`src/rtl/instr_encoder_pkg.sv`:
```
// Shared MIPS ISA codes for the instruction encoder: decode classes, opcodes,
// SPECIAL func codes and REGIMM rt codes, plus small format-classification helpers.
package instr_encoder_pkg;

    typedef enum logic [1:0] {
        CLASS_SPECIAL = 2'd0,
        CLASS_PRIMARY = 2'd1,
        CLASS_REGIMM  = 2'd2,
        CLASS_ILLEGAL = 2'd3
    } instr_class_e;

    localparam logic [31:0] NOP_WORD  = 32'h0000_0000;

    localparam logic [5:0] OP_SPECIAL = 6'h00;
    localparam logic [5:0] OP_REGIMM  = 6'h01;
    localparam logic [5:0] OP_J       = 6'h02;
    localparam logic [5:0] OP_JAL     = 6'h03;
    localparam logic [5:0] OP_BEQ     = 6'h04;
    localparam logic [5:0] OP_BNE     = 6'h05;
    localparam logic [5:0] OP_BLEZ    = 6'h06;
    localparam logic [5:0] OP_BGTZ    = 6'h07;
    localparam logic [5:0] OP_ADDIU   = 6'h09;
    localparam logic [5:0] OP_SLTI    = 6'h0A;
    localparam logic [5:0] OP_SLTIU   = 6'h0B;
    localparam logic [5:0] OP_ORI     = 6'h0D;
    localparam logic [5:0] OP_XORI    = 6'h0E;
    localparam logic [5:0] OP_LUI     = 6'h0F;
    localparam logic [5:0] OP_LB      = 6'h20;
    localparam logic [5:0] OP_LW      = 6'h23;
    localparam logic [5:0] OP_LBU     = 6'h24;
    localparam logic [5:0] OP_SB      = 6'h28;
    localparam logic [5:0] OP_SW      = 6'h2B;

    localparam logic [5:0] FUNC_SLL   = 6'h00;
    localparam logic [5:0] FUNC_SRL   = 6'h02;
    localparam logic [5:0] FUNC_SRA   = 6'h03;
    localparam logic [5:0] FUNC_SLLV  = 6'h04;
    localparam logic [5:0] FUNC_SRLV  = 6'h06;
    localparam logic [5:0] FUNC_SRAV  = 6'h07;
    localparam logic [5:0] FUNC_JR    = 6'h08;
    localparam logic [5:0] FUNC_JALR  = 6'h09;
    localparam logic [5:0] FUNC_MULT  = 6'h18;
    localparam logic [5:0] FUNC_MULTU = 6'h19;
    localparam logic [5:0] FUNC_DIV   = 6'h1A;
    localparam logic [5:0] FUNC_DIVU  = 6'h1B;
    localparam logic [5:0] FUNC_ADD   = 6'h20;
    localparam logic [5:0] FUNC_ADDU  = 6'h21;
    localparam logic [5:0] FUNC_SUB   = 6'h22;
    localparam logic [5:0] FUNC_SUBU  = 6'h23;
    localparam logic [5:0] FUNC_SLT   = 6'h2A;
    localparam logic [5:0] FUNC_SLTU  = 6'h2B;

    localparam logic [4:0] RT_BLTZ    = 5'h00;
    localparam logic [4:0] RT_BGEZ    = 5'h01;

    // R-type with rs/rt/rd operands and a zero shamt field
    function automatic logic is_rtype_reg(input logic [5:0] func);
        case (func)
            FUNC_ADD, FUNC_ADDU, FUNC_SUB, FUNC_SUBU,
            FUNC_MULT, FUNC_MULTU, FUNC_DIV, FUNC_DIVU,
            FUNC_SLT, FUNC_SLTU, FUNC_SLLV, FUNC_SRLV,
            FUNC_SRAV, FUNC_JR, FUNC_JALR:             return 1'b1;
            default:                                   return 1'b0;
        endcase
    endfunction

    function automatic logic is_rtype_shamt(input logic [5:0] func);
        case (func)
            FUNC_SLL, FUNC_SRL, FUNC_SRA: return 1'b1;
            default:                      return 1'b0;
        endcase
    endfunction

    function automatic logic is_itype(input logic [5:0] op);
        case (op)
            OP_ADDIU, OP_SLTI, OP_SLTIU, OP_ORI, OP_XORI,
            OP_LW, OP_SW, OP_LB, OP_LBU, OP_SB,
            OP_BEQ, OP_BNE, OP_BGTZ, OP_BLEZ:          return 1'b1;
            default:                                   return 1'b0;
        endcase
    endfunction

    function automatic logic is_regimm_branch(input logic [4:0] rt_code);
        case (rt_code)
            RT_BLTZ, RT_BGEZ: return 1'b1;
            default:          return 1'b0;
        endcase
    endfunction

endpackage

```
`src/rtl/instr_encoder_fifo.sv`:
```
// Parameterised synchronous FIFO holding encoded words; push is refused when
// full (even with a same-cycle pop) and flush discards everything.
module instr_fifo #(
    parameter int DEPTH = 4,
    parameter int WIDTH = 32
) (
    input  logic             clock,
    input  logic             reset_n,
    input  logic             flush,
    input  logic             push,
    input  logic [WIDTH-1:0] push_data,
    input  logic             pop,
    output logic             full,
    output logic             empty,
    output logic [WIDTH-1:0] head_data
);

    localparam int PTR_W = (DEPTH > 1) ? $clog2(DEPTH) : 1;
    localparam int CNT_W = PTR_W + 1;
    localparam logic [CNT_W-1:0] FULL_COUNT = CNT_W'(DEPTH);

    logic [WIDTH-1:0] mem [DEPTH];
    logic [PTR_W-1:0] wr_ptr;
    logic [PTR_W-1:0] rd_ptr;
    logic [CNT_W-1:0] count;
    logic             do_push;
    logic             do_pop;

    assign full    = (count == FULL_COUNT);
    assign empty   = (count == '0);
    assign do_push = push && !full;
    assign do_pop  = pop && !empty;

    always_ff @(posedge clock or negedge reset_n) begin
        if (!reset_n) begin
            wr_ptr <= '0;
            rd_ptr <= '0;
            count  <= '0;
        end else if (flush) begin
            wr_ptr <= '0;
            rd_ptr <= '0;
            count  <= '0;
        end else begin
            if (do_push) begin
                wr_ptr <= wr_ptr + PTR_W'(1);
            end
            if (do_pop) begin
                rd_ptr <= rd_ptr + PTR_W'(1);
            end
            case ({do_push, do_pop})
                2'b10:   count <= count + CNT_W'(1);
                2'b01:   count <= count - CNT_W'(1);
                default: count <= count;
            endcase
        end
    end

    always_ff @(posedge clock) begin
        if (do_push && !flush) begin
            mem[wr_ptr] <= push_data;
        end
    end

    // Storage is not reset, so an empty FIFO presents zero rather than stale data
    assign head_data = empty ? '0 : mem[rd_ptr];

endmodule

```
`src/rtl/instr_encoder.sv`:
```
// Encodes decoded MIPS fields into 32-bit words and streams them, with sequential
// byte addresses, to instruction memory. Define ENCODER_REGIMM_EN to support BGEZ/BLTZ.
module instr_encoder
    import instr_encoder_pkg::*;
#(
    parameter int          DEPTH     = 4,
    parameter logic [31:0] BASE_ADDR = 32'h0000_0000
) (
    input  logic        clock,
    input  logic        reset_n,
    input  logic        w_flush,
    input  logic        w_in_valid,
    output logic        w_in_ready,
    input  logic [1:0]  w_class_2,
    input  logic [5:0]  w_op_type_6,
    input  logic [4:0]  w_rs_addr_5,
    input  logic [4:0]  w_rt_addr_5,
    input  logic [4:0]  w_rd_addr_5,
    input  logic [4:0]  w_sh_amt_5,
    input  logic [15:0] w_imm_val_16,
    input  logic [25:0] w_target_26,
    output logic        w_out_valid,
    input  logic        w_out_ready,
    output logic [31:0] w_out_addr_32,
    output logic [31:0] w_out_data_32,
    output logic        w_err
);

    instr_class_e in_class;
    logic [31:0]  enc_word;
    logic         enc_legal;
    logic         accept;
    logic         pop;
    logic         full;
    logic         empty;
    logic [31:0]  head_data;
    logic [31:0]  out_addr;
    logic         err_flag;

    assign in_class    = instr_class_e'(w_class_2);
    assign w_in_ready  = !full;
    assign w_out_valid = !empty;
    assign accept      = w_in_valid && w_in_ready;
    assign pop         = w_out_valid && w_out_ready;

    // Unsupported combinations fall through as a NOP with enc_legal low
    always_comb begin
        enc_word  = NOP_WORD;
        enc_legal = 1'b0;
        case (in_class)
            CLASS_SPECIAL: begin
                if (is_rtype_reg(w_op_type_6)) begin
                    enc_word  = {OP_SPECIAL, w_rs_addr_5, w_rt_addr_5, w_rd_addr_5,
                                 5'b0, w_op_type_6};
                    enc_legal = 1'b1;
                end else if (is_rtype_shamt(w_op_type_6)) begin
                    enc_word  = {OP_SPECIAL, 5'b0, w_rt_addr_5, w_rd_addr_5,
                                 w_sh_amt_5, w_op_type_6};
                    enc_legal = 1'b1;
                end
            end
            CLASS_PRIMARY: begin
                if (is_itype(w_op_type_6)) begin
                    enc_word  = {w_op_type_6, w_rs_addr_5, w_rt_addr_5, w_imm_val_16};
                    enc_legal = 1'b1;
                end else if (w_op_type_6 == OP_LUI) begin
                    enc_word  = {OP_LUI, 5'b0, w_rt_addr_5, w_imm_val_16};
                    enc_legal = 1'b1;
                end else if ((w_op_type_6 == OP_J) || (w_op_type_6 == OP_JAL)) begin
                    enc_word  = {w_op_type_6, w_target_26};
                    enc_legal = 1'b1;
                end
            end
            CLASS_REGIMM: begin
`ifdef ENCODER_REGIMM_EN
                if (is_regimm_branch(w_op_type_6[4:0])) begin
                    enc_word  = {OP_REGIMM, w_rs_addr_5, w_op_type_6[4:0], w_imm_val_16};
                    enc_legal = 1'b1;
                end
`else
                enc_legal = 1'b0;
`endif
            end
            default: begin
                enc_word  = NOP_WORD;
                enc_legal = 1'b0;
            end
        endcase
    end

    instr_fifo #(
        .DEPTH (DEPTH),
        .WIDTH (32)
    ) u_fifo (
        .clock     (clock),
        .reset_n   (reset_n),
        .flush     (w_flush),
        .push      (accept),
        .push_data (enc_word),
        .pop       (pop),
        .full      (full),
        .empty     (empty),
        .head_data (head_data)
    );

    // Address tracks the head word; it advances only when memory takes a word
    always_ff @(posedge clock or negedge reset_n) begin
        if (!reset_n) begin
            out_addr <= BASE_ADDR;
        end else if (w_flush) begin
            out_addr <= BASE_ADDR;
        end else if (pop) begin
            out_addr <= out_addr + 32'd4;
        end
    end

    always_ff @(posedge clock or negedge reset_n) begin
        if (!reset_n) begin
            err_flag <= 1'b0;
        end else if (w_flush) begin
            err_flag <= 1'b0;
        end else if (accept && !enc_legal) begin
            err_flag <= 1'b1;
        end
    end

    assign w_out_addr_32 = out_addr;
    assign w_out_data_32 = head_data;
    assign w_err         = err_flag;

endmodule

```
`config.mk`:
```
export PLATFORM = sky130hd
export DESIGN_NAME = instr_encoder
export DESIGN_NICKNAME = d
export VERILOG_FILES = /design/src/rtl/instr_encoder_pkg.sv /design/src/rtl/instr_encoder_fifo.sv /design/src/rtl/instr_encoder.sv
export SDC_FILE = /design/constraint.sdc
export NUM_CORES = 1
export LEC_CHECK = 0
export CORE_UTILIZATION = 42
export CTS_BUF_LIST = sky130_fd_sc_hd__clkbuf_8
export CTS_CLUSTER_DIAMETER = 120
export DETAILED_ROUTE_END_ITERATION = 12
export GPL_TIMING_DRIVEN = 0
export PLACE_DENSITY = 0.75
export SYNTH_ARGS = -nofsm -noshare
export SYNTH_HDL_FRONTEND = slang
export SYNTH_SLANG_ARGS = --single-unit
export TNS_END_PERCENT = 100
```
`constraint.sdc`:
```
create_clock -name clock -period 3.6 [get_ports clock]
set_input_delay 0.54 -clock clock [delete_from_list [all_inputs] [get_ports clock]]
set_output_delay 0.54 -clock clock [all_outputs]
set_load 0.01 [all_outputs]
```
# [Word level (Yosys, flattened, before mapping)]
# Memory sizes are Yosys's and may differ from the RTL's.
# Cells that the tools add are included.
[word_totals] n_memories=3 mem_bits_ro=128 ramBits=128 word_cells=70 register_bits=40
[classes] eq_ne=7 muxes=30 n_reduce_logical=20 addsub=5
[memory_table] name="u_fifo.mem" depth=4 word_bits=32 rd=1 rd_clocked_by_memory_dff=0 write_ports=1 line_no="instr_encoder_fifo.sv:22" source="logic [WIDTH-1:0] mem [DEPTH];"
[memory_table] name="(no name shown)" depth=64 word_bits=1 rd=1 rd_clocked_by_memory_dff=0 write_ports=0 line_no="instr_encoder_pkg.sv:58" source="case (func)"
[memory_table] name="(no name shown)" depth=64 word_bits=1 rd=1 rd_clocked_by_memory_dff=0 write_ports=0 line_no="instr_encoder_pkg.sv:75" source="case (op)"
[ops] cell="$mux W32" count=6
[ops] cell="$pmux W32 S2" count=1
[ops] cell="$add A32 B3 Y32 const B" count=1
[ops] cell="$mux W26" count=1
[ops] cell="$mux W21" count=1
[ops] cell="$mux W1" count=14
[ops] cell="$eq A6 B2 Y1 const B" count=2
[ops] cell="$mux W2" count=4
[ops] cell="$reduce_bool A2 Y1" count=4
[ops] cell="$eq A6 B4 Y1 const B" count=1
[ops] cell="$logic_and A1 B1 Y1" count=6
[ops] cell="$logic_not A6 Y1" count=1
[ops] cell="$pmux W3 S2" count=1
[ops] cell="$add A2 B1 Y2 const B" count=2
[ops] cell="$eq A2 B1 Y1 const B" count=2
[ops] cell="$logic_not A1 Y1" count=4
[ops] cell="$add A3 B1 Y3 const B" count=1
[ops] cell="$eq A3 B3 Y1 const B" count=1
[ops] cell="$logic_not A3 Y1" count=1
[ops] cell="$mux W3" count=1
[ops] cell="$reduce_bool A3 Y1" count=1
[ops] cell="$reduce_or A3 Y1" count=1
[ops] cell="$sub A3 B1 Y3 const B" count=1
[ops] cell="$eq A2 B2 Y1 const B" count=1
[ops] cell="3 further kinds" count=3

# [Longest topological paths before layout]
# Gate-level depths: netlist of run 1.
[depth] ltp_word=12 mapped_depth=8 ltp_nobuf=7

# [Modules after synthesis]
# From an unflattened synthesis of run 1, not the netlist that was laid out.
[hier_totals] hier_cells=542 area_unflattened_um2=7790.0
[modules_own_cells] mod="instr_fifo" instances=1 cells_per_inst=269 area_per_inst_um2=5441.5
[modules_own_cells] mod="instr_encoder" instances=1 cells_per_inst=273 area_per_inst_um2=2348.5

# [Worst setup path before layout of run 1]
# OpenSTA, ideal clock, no wires.
[synth_timing] path_kind="reg2reg" from="register u_fifo.count[2]" to="memory u_fifo.mem[0][0] (enable)" synth_period_minus_slack_ps=2402 arrival_ps=2010 t_required_ps=3208 path_buffers=2 stages_incl_launch_ff=6 setup_time_ps=392 setup_slack_ps=1198 cell_sequence="dfrtp_1 or3b_1 clkbuf_1 and2_1 clkbuf_1 and3_1"
[synth_via] elab_chain_len=7
[synth_rtl] element="from (decl)" line_no="instr_encoder_fifo.sv:25" source="logic [CNT_W-1:0] count;"
[synth_rtl] element="from (signal assigned)" line_no="instr_encoder_fifo.sv:51" source="2'b10: count <= count + CNT_W'(1);"
[synth_rtl] element="from (signal assigned)" line_no="instr_encoder_fifo.sv:52" source="2'b01: count <= count - CNT_W'(1);"
[synth_rtl] element="from (signal assigned)" line_no="instr_encoder_fifo.sv:53" source="default: count <= count;"
[synth_rtl] element="$eq A3 B3 Y1 *" line_no="instr_encoder_fifo.sv:29" source="assign full = (count == FULL_COUNT);"
[synth_rtl] element="$logic_not A1 Y1 *" line_no="instr_encoder.sv:41" source="assign w_in_ready = !full;"
[synth_rtl] element="net w_in_ready" line_no="instr_encoder.sv:13" source="output logic w_in_ready,"
[synth_rtl] element="$logic_and A1 B1 Y1" line_no="instr_encoder.sv:43" source="assign accept = w_in_valid && w_in_ready;"
[synth_rtl] element="$logic_and A1 B1 Y1 *" line_no="instr_encoder_fifo.sv:31" source="assign do_push = push && !full;"
[synth_rtl] element="$logic_and A1 B1 Y1 *" line_no="instr_encoder_fifo.sv:59" source="if (do_push && !flush) begin"
[synth_rtl] element="$mux W1 *" line_no="instr_encoder_fifo.sv:59"
[synth_rtl] element="$mux W1 (implied by the code) *" line_no="instr_encoder_fifo.sv:60" source="mem[wr_ptr] <= push_data;"
[synth_rtl] element="to (decl)" line_no="instr_encoder_fifo.sv:22"
# The timed path passes the listed nets; every way through them passes the cells marked *.

# [Worst setup path in the final report of run 1]
[layout_timing] from="register u_fifo.rd_ptr[1]" to="output port w_out_data_32[28]"
[layout_via] elab_chain_len=2
[layout_rtl] element="from (decl)" line_no="instr_encoder_fifo.sv:24" source="logic [PTR_W-1:0] rd_ptr;"
[layout_rtl] element="from (signal assigned)" line_no="instr_encoder_fifo.sv:48" source="rd_ptr <= rd_ptr + PTR_W'(1);"
[layout_rtl] element="$mem_v2 Z4 W32"
[layout_rtl] element="$mux W32" line_no="instr_encoder_fifo.sv:65" source="assign head_data = empty ? '0 : mem[rd_ptr];"
[layout_rtl] element="to (decl)" line_no="instr_encoder.sv:25" source="output logic [31:0] w_out_data_32,"
# Every way passes these cells.

==> qor.yml, run 1 <==
cts:
  numCtsBuffers: 17
  clk_latency_ns: 0.45
  clkTransAtPathRegs_ns: 0.10
  postCtsSetupBuffers: 0
  cts_htree_levels: 4
  cts.sink_count: 166
  tritoncts: "yes"
  cts_hold_buf: 0
  root_buffer: "clkbuf_8"
  clk_path_buf_depth: 2
logic_synthesis:
  synth_edf_count: 128
  synth_area_mm2: 0.00768
  synthArstFlopShare_pct: 22.9
  yosysSeqAreaShare_pct: 62.4
  ys_ff_latch: 166
  syn_avg_cell_area_um2: 14.6
  synthFlopType: "edfxtp_1"
  synthDistinctLibCells: 60
  synthCells: 527
  yosys_warnings: 0
place:
  gp_congestion: 0.866
  place_area_mm2: 0.00937
  port_buffers: 138
  hpwl_um: 12200
finish:
  drive_gt1_share_pct: 16.5
  final_nets: 775
  post-route-util_pct: 54.5
  num_antenna_cells: 0
  area_delta_synth_final_pct: 27.4
  stdcell_area_mm2: 0.00979
  fillerInstances: 1460
min_path:
  worst_hold_path_type: "primary input to async pin"
critical_path:
  cp.arrival_ns: 2.75
  critPathLaunchType: "register"
  required_ns: 3.06
  path_class: "register to primary output"
  path_max_fanout: 10
  end_kind: "primary output"
  r2r_slack_ns: 1.11
floorplanning:
  pin_count: 142
  dieWidth_um: 137
  coreArea_mm2: 0.0180
  die_h_um: 137
  dieArea_mm2: 0.0188
  fp-row-count: 49
  initial_core_util_pct: 42.8
detailed_routing:
  post_drt_wl_per_cell_um: 19.1
  dr.first_iter.drc_count: 250
  viasPerCell: 5.36
  drc: 0
  drtPass1Iterations: 4
  ant_nets: 0
  vias: 4993
  wl_um: 17800
global_route:
  grt_pass1_wl_um: 27000
  antenna_found_initial: 0
  overflow: 0
  grt_max_degree: 39
  grt_use_total_pct: 19.5
  grt_pass1_vias: 5091
job:
  drv_cap: 0
pwr:
  leakagePower_nw: 3.35
  peakVddDrop_uv: 362
  p_per_area_mw_per_mm2: 543
timing:
  setup_viol: 0
  fin_crit_ns: 3.29
  finalMaxSlewViolations: 0
  worst-slew-pin-transition_ns: 0.916
  max-slew-margin-rel_pct: 38.9
  rsz0062_at_grt: "false"
  hold_violations: 0
  fmax_ghz: 0.304
  tns_ns: 0
  fin_crit_sh_pct: 91.5
  finClkSkew_ns: 0.0148
status:
  outcome: "finished clean"
layer usage:
layer	up-vias	GRT usage, %	routed length [µm]
met3	8	4.78	1110
li1	2308	-	-
met4	0	4.52	95
met5	-	0	0
met2	185	33.7	8880
met1	2492	24.6	7690
Yosys cell counts, types with 2 or more instances:
master | instances | area, µm²
o22a_1 | 2 | 17.5
dfrtp_1 | 38 | 951
nor3_1 | 16 | 80.1
o21a_1 | 3 | 22.5
nor4b_1 | 2 | 17.5
nor2b_1 | 34 | 213
a222oi_1 | 5 | 50.1
and2_1 | 2 | 12.5
ha_1 | 10 | 125
or3_1 | 3 | 18.8
xor2_1 | 2 | 17.5
a22o_1 | 10 | 87.6
a211o_1 | 2 | 17.5
nand3_1 | 16 | 80.1
o211ai_2 | 2 | 25.0
a21oi_2 | 9 | 78.8
o31ai_1 | 2 | 15.0
nand2_1 | 16 | 60.1
buf_2 | 8 | 40.0
nor4_1 | 6 | 37.5
a22oi_2 | 9 | 113
inv_1 | 18 | 67.6
clkbuf_1 | 14 | 52.6
xnor2_1 | 29 | 254
o21ai_0 | 6 | 30.0
buf_6 | 3 | 33.8
buf_1 | 2 | 7.51
and4_1 | 3 | 26.3
o22ai_1 | 2 | 12.5
mux4_2 | 32 | 721
a21oi_1 | 7 | 35.0
edfxtp_1 | 128 | 3840
nand2b_1 | 2 | 12.5
nor2_1 | 45 | 169
buf_4 | 6 | 45.0
and3_1 | 7 | 43.8
nand4_1 | 3 | 18.8
state kept, by name, indices dropped and copies added (netlist names):
register	count
u_fifo.count	3
u_fifo.wr_ptr	2
u_fifo.mem	128
w_err	1
u_fifo.rd_ptr	2
w_out_addr_32	30
path summary, 6_finish.rpt:
check / from / to / depth (start not counted)
worst max-delay path: u_fifo.rd_ptr[1] / w_out_data_32[28] / 5
worst min-delay path: reset_n / w_out_addr_32[24] / 1
worst max register to register: u_fifo.count[0] / u_fifo.mem[3][25] / 5
worst min register to register: w_err / w_err / 1
max in group asynchronous: reset_n / w_out_addr_32[5] / 1
min in group clock: w_err / w_err / 1
worst max-delay path, stage by stage, from the launching register on:
cell and delay, ns:
dfrtp_1 0.33, clkbuf_1 0.32, clkbuf_1 0.55, mux4_2 0.44, nor2b_1 0.17, clkdlybuf4s50_1 0.50
timing repair:
| action | in CTS | in global routing |
|---|---|---|
| setup endpoints to repair | 10 | 0 |
| gates resized for setup | 1 | 0 |
| endpoints found under the hold margin | 0 | 0 |
layout by cell type, fill, tap and decap left out, types with 4 or more instances in the layout:
cell type and instances:
clkdlybuf4s50_1 137, edfxtp_1 128, nor2_1 45, dfrtp_1 38, nor2b_1 34, mux4_2 32, xnor2_1 29, inv_1 18
clkbuf_8 17, nand2_1 16, nand3_1 16, nor3_1 15, clkbuf_1 14, a22o_1 10, ha_1 10, buf_2 9
a22oi_2 9, a21oi_2 9, a21oi_1 7, buf_4 6, o21ai_0 6, nor4_1 6, conb_1 6, inv_8 6
a222oi_1 5, clkinv_8 5, and3_2 4
logic make-up after synthesis:
kind of cell | Yosys count | share of synthesized area (%)
AO/OA/AOI/OAI | 70 | 8.09
XOR/XNOR | 31 | 3.53
adder cells (fa/ha/maj) | 11 | 1.89
buffers and inverters | 51 | 3.21
flip-flops | 166 | 62.4
multiplexers | 33 | 9.51
other | 1 | 0.0488
AND/OR/NAND/NOR | 164 | 11.3
where the power goes:
group          total, mW  leakage (nW)  internal [mW]  switching (mW)
Sequential          2.25          1.73           2.19          0.0616
Clock               1.33         0.210          0.535           0.794
Combinational       1.73          1.41          0.919           0.808
layout make-up:
cell class	instances	area, µm²	area share (%)
clock buffer	17	234	2.39
timing repair buffer	138	1380	14.1
sequential	166	4790	49.0
buffer	33	179	1.83
inverter	18	67.6	0.690
tap	229	287	2.93
clock inverter	15	180	1.84
multi-input combinational	315	2670	27.3
per-stage QoR:
step           cells  hold slack (ns)  power, mW  setup slack (ns)
2_1_floorplan    532            0.244       3.25              1.20
3_3_place_gp     899            0.478       4.02             0.255
5_1_grt          931            0.220       5.57             0.137
4_1_cts          931            0.192       5.37             0.273
3_5_place_dp     899            0.487       4.04             0.347
6_report         931            0.186       5.31             0.306
Note: power is estimated with default switching activity, not from simulation.
==> run 2, diff against run 1 <==
- PLACE_DENSITY: 0.75 -> 0.66
- REMOVE_ABC_BUFFERS: not set -> 1
- SLEW_MARGIN: not set -> 20
==> run 2 against run 1 <==
Cell count is 2.3% lower. Sequential share of layout area up 0.37 points. Flip-flop and latch count stayed put. Worst hold slack better by 0.30 ns. Power fell by 2.0%. Clock-buffer cell count unchanged. Register-to-register slack better by 0.31 ns. Clock skew down 0.0044 ns. Critical endpoint is now u_fifo.mem[0][10]. Highest routed layer unchanged.
==> qor.yml, run 2 (synthesized netlist as in run 1, its figures left out) <==
finish:
  largest_register_ffs: 128
  stdcell_area_mm2: 0.00973
  area_delta_synth_final_pct: 26.6
  final_cells: 910
  multi_input_area_mm2: 0.00268
  drive_gt1_share_pct: 16.4
  final_nets: 755
  register_area_mm2: 0.00480
  post-route-util_pct: 54.2
  largest-register: "u_fifo.mem"
  num_antenna_cells: 0
  mostFrequentLayoutCells: "clkdlybuf4s50_1, edfxtp_1, nor2_1"
  layout_commonest_cell: "clkdlybuf4s50_1"
  fillerInstances: 1509
cts:
  clk_path_buf_depth: 2
  root_buffer: "clkbuf_8"
  numCtsBuffers: 17
  tritoncts: "yes"
  cts_htree_levels: 4
  cts_resized: 0
  clk_latency_ns: 0.45
  clkTransAtPathRegs_ns: 0.09
  cts.sink_count: 166
pwr:
  peakVddDrop_uv: 285
  p_sw_mw: 1.57
  p_comb_share_pct: 32.0
  p_clk_share_pct: 22.3
  total_power_mw: 5.21
  swShare_pct: 30.1
  leakagePower_nw: 3.27
  p_per_area_mw_per_mm2: 535
  p_int_mw: 3.64
  power.share.sequential_pct: 45.7
timing:
  finalMaxSlewViolations: 0
  holdWs_ns: 0.484
  setup_slack_ns: 0.309
  rsz0062_at_grt: "false"
  setup_viol: 0
  tns_ns: 0
  fin_crit_ns: 3.29
  fin_crit_sh_pct: 91.4
  fmax_ghz: 0.304
  worst-slew-pin-transition_ns: 0.986
  max-slew-margin-rel_pct: 34.0
  hold_violations: 0
  finClkSkew_ns: 0.0104
detailed_routing:
  viasPerCell: 5.40
  vias: 4918
  drtPass1Iterations: 4
  dr.first_iter.drc_count: 293
  post_drt_wl_per_cell_um: 18.8
  wl_um: 17100
  drc: 0
  ant_nets: 0
critical_path:
  critPathBufInv: 3
  critPathLaunchType: "primary input"
  cp_num_cells: 9
  cp_top_family: "compound AO/OA/AOI/OAI gates"
  r2r_cells: 5
  required_ns: 3.84
  path_class: "primary input to register"
  cp.arrival_ns: 3.53
  critPathMaxStageDelay_ns: 0.86
  crit_chain: "clkdlybuf4s50_1, inv_1, ha_1, nand3b_1, o22ai_1, a2111oi_4, buf_4, a222oi_1, nor2_1"
  crit_slowest_cell: "a2111oi_4"
  end_kind: "register"
  path_max_fanout: 12
global_route:
  antenna_found_initial: 0
  grt_use_total_pct: 19.0
  grt_pass1_vias: 5015
  grt_pass1_wl_um: 26500
  grt_max_degree: 41
  overflow: 0
floorplanning:
  die_h_um: 137
  initial_core_util_pct: 42.8
  dieWidth_um: 137
  coreArea_mm2: 0.0180
  dieArea_mm2: 0.0188
  pin_count: 142
  fp-row-count: 49
place:
  dp_slack_ns: -0.136
  port_buffers: 139
  hpwl_um: 11600
  place_area_mm2: 0.00938
  gp_congestion: 0.790
  place_inst: 878
status:
  outcome: "finished clean"
min_path:
  worst_hold_path_type: "primary input to async pin"
job:
  drv_cap: 0
[run 2: changes by cell type in the layout (fill, tap and decap cells not counted), sizes merged]
cell and change:
inv -4, clkbuf -14, clkinvlp +4, clkinv -1, buf -7, dlygate4sd3 +1
[run 2: power groups by stage]
stage          registers [mW]  logic (mW)  clock network, mW
2_1_floorplan            2.38       0.827                  0
5_1_grt                  2.41        1.80               1.28
6_report                 2.38        1.67               1.16
4_1_cts                  2.39        1.69               1.20
3_5_place_dp             2.43        1.69                  0
3_3_place_gp             2.43        1.46                  0
[run 2: worst paths after layout]
kind                                     end  slack, ns              start
max                        u_fifo.mem[0][10]       0.31     w_op_type_6[1]
min                        w_out_addr_32[18]       0.48            reset_n
max reg2reg                w_out_addr_32[31]       1.42    u_fifo.count[0]
min reg2reg                w_out_addr_32[31]       0.56  w_out_addr_32[31]
max in group asynchronous   u_fifo.rd_ptr[0]       2.67            reset_n
min in group clock         w_out_addr_32[31]       0.56  w_out_addr_32[31]
[run 2: timing repair]
item / CTS / global route
buffers inserted: 0 / 0
hold endpoints to repair: 10 / 0
hold buffers: 1 / 0
[run 2: final cells by class]
cell class | count | area share (%)
sequential | 166 | 49.3
multi-input combinational | 315 | 27.5
timing repair buffer | 151 | 16.0
tap | 229 | 2.95
clock buffer | 17 | 2.41
clock inverter | 14 | 1.09
inverter | 18 | 0.695
[run 2: routing by layer]
layer  global-route usage (%)  share of wire, %  vias to the layer above
met5                        0                 0                        -
met4                     6.53               1.3                        0
met3                     4.93               7.1                       17
met2                     32.6                50                      154
met1                     23.3                42                     2480
li1                         -                 -                     2267
==> run 3, diff against run 2 <==
--- a/constraint.sdc
+++ b/constraint.sdc
@@ -3,2 +3,2 @@
 set_output_delay 0.54 -clock clock [all_outputs]
-set_load 0.01 [all_outputs]
+set_load 0.02 [all_outputs]
==> results of run 3 <==
Same layout as run 2 (identical final DEF). Status: finished clean.
Among the figures that moved: total power 5.21 mW -> 5.38 mW; worst IR drop on VDD 285 µV -> 345 µV
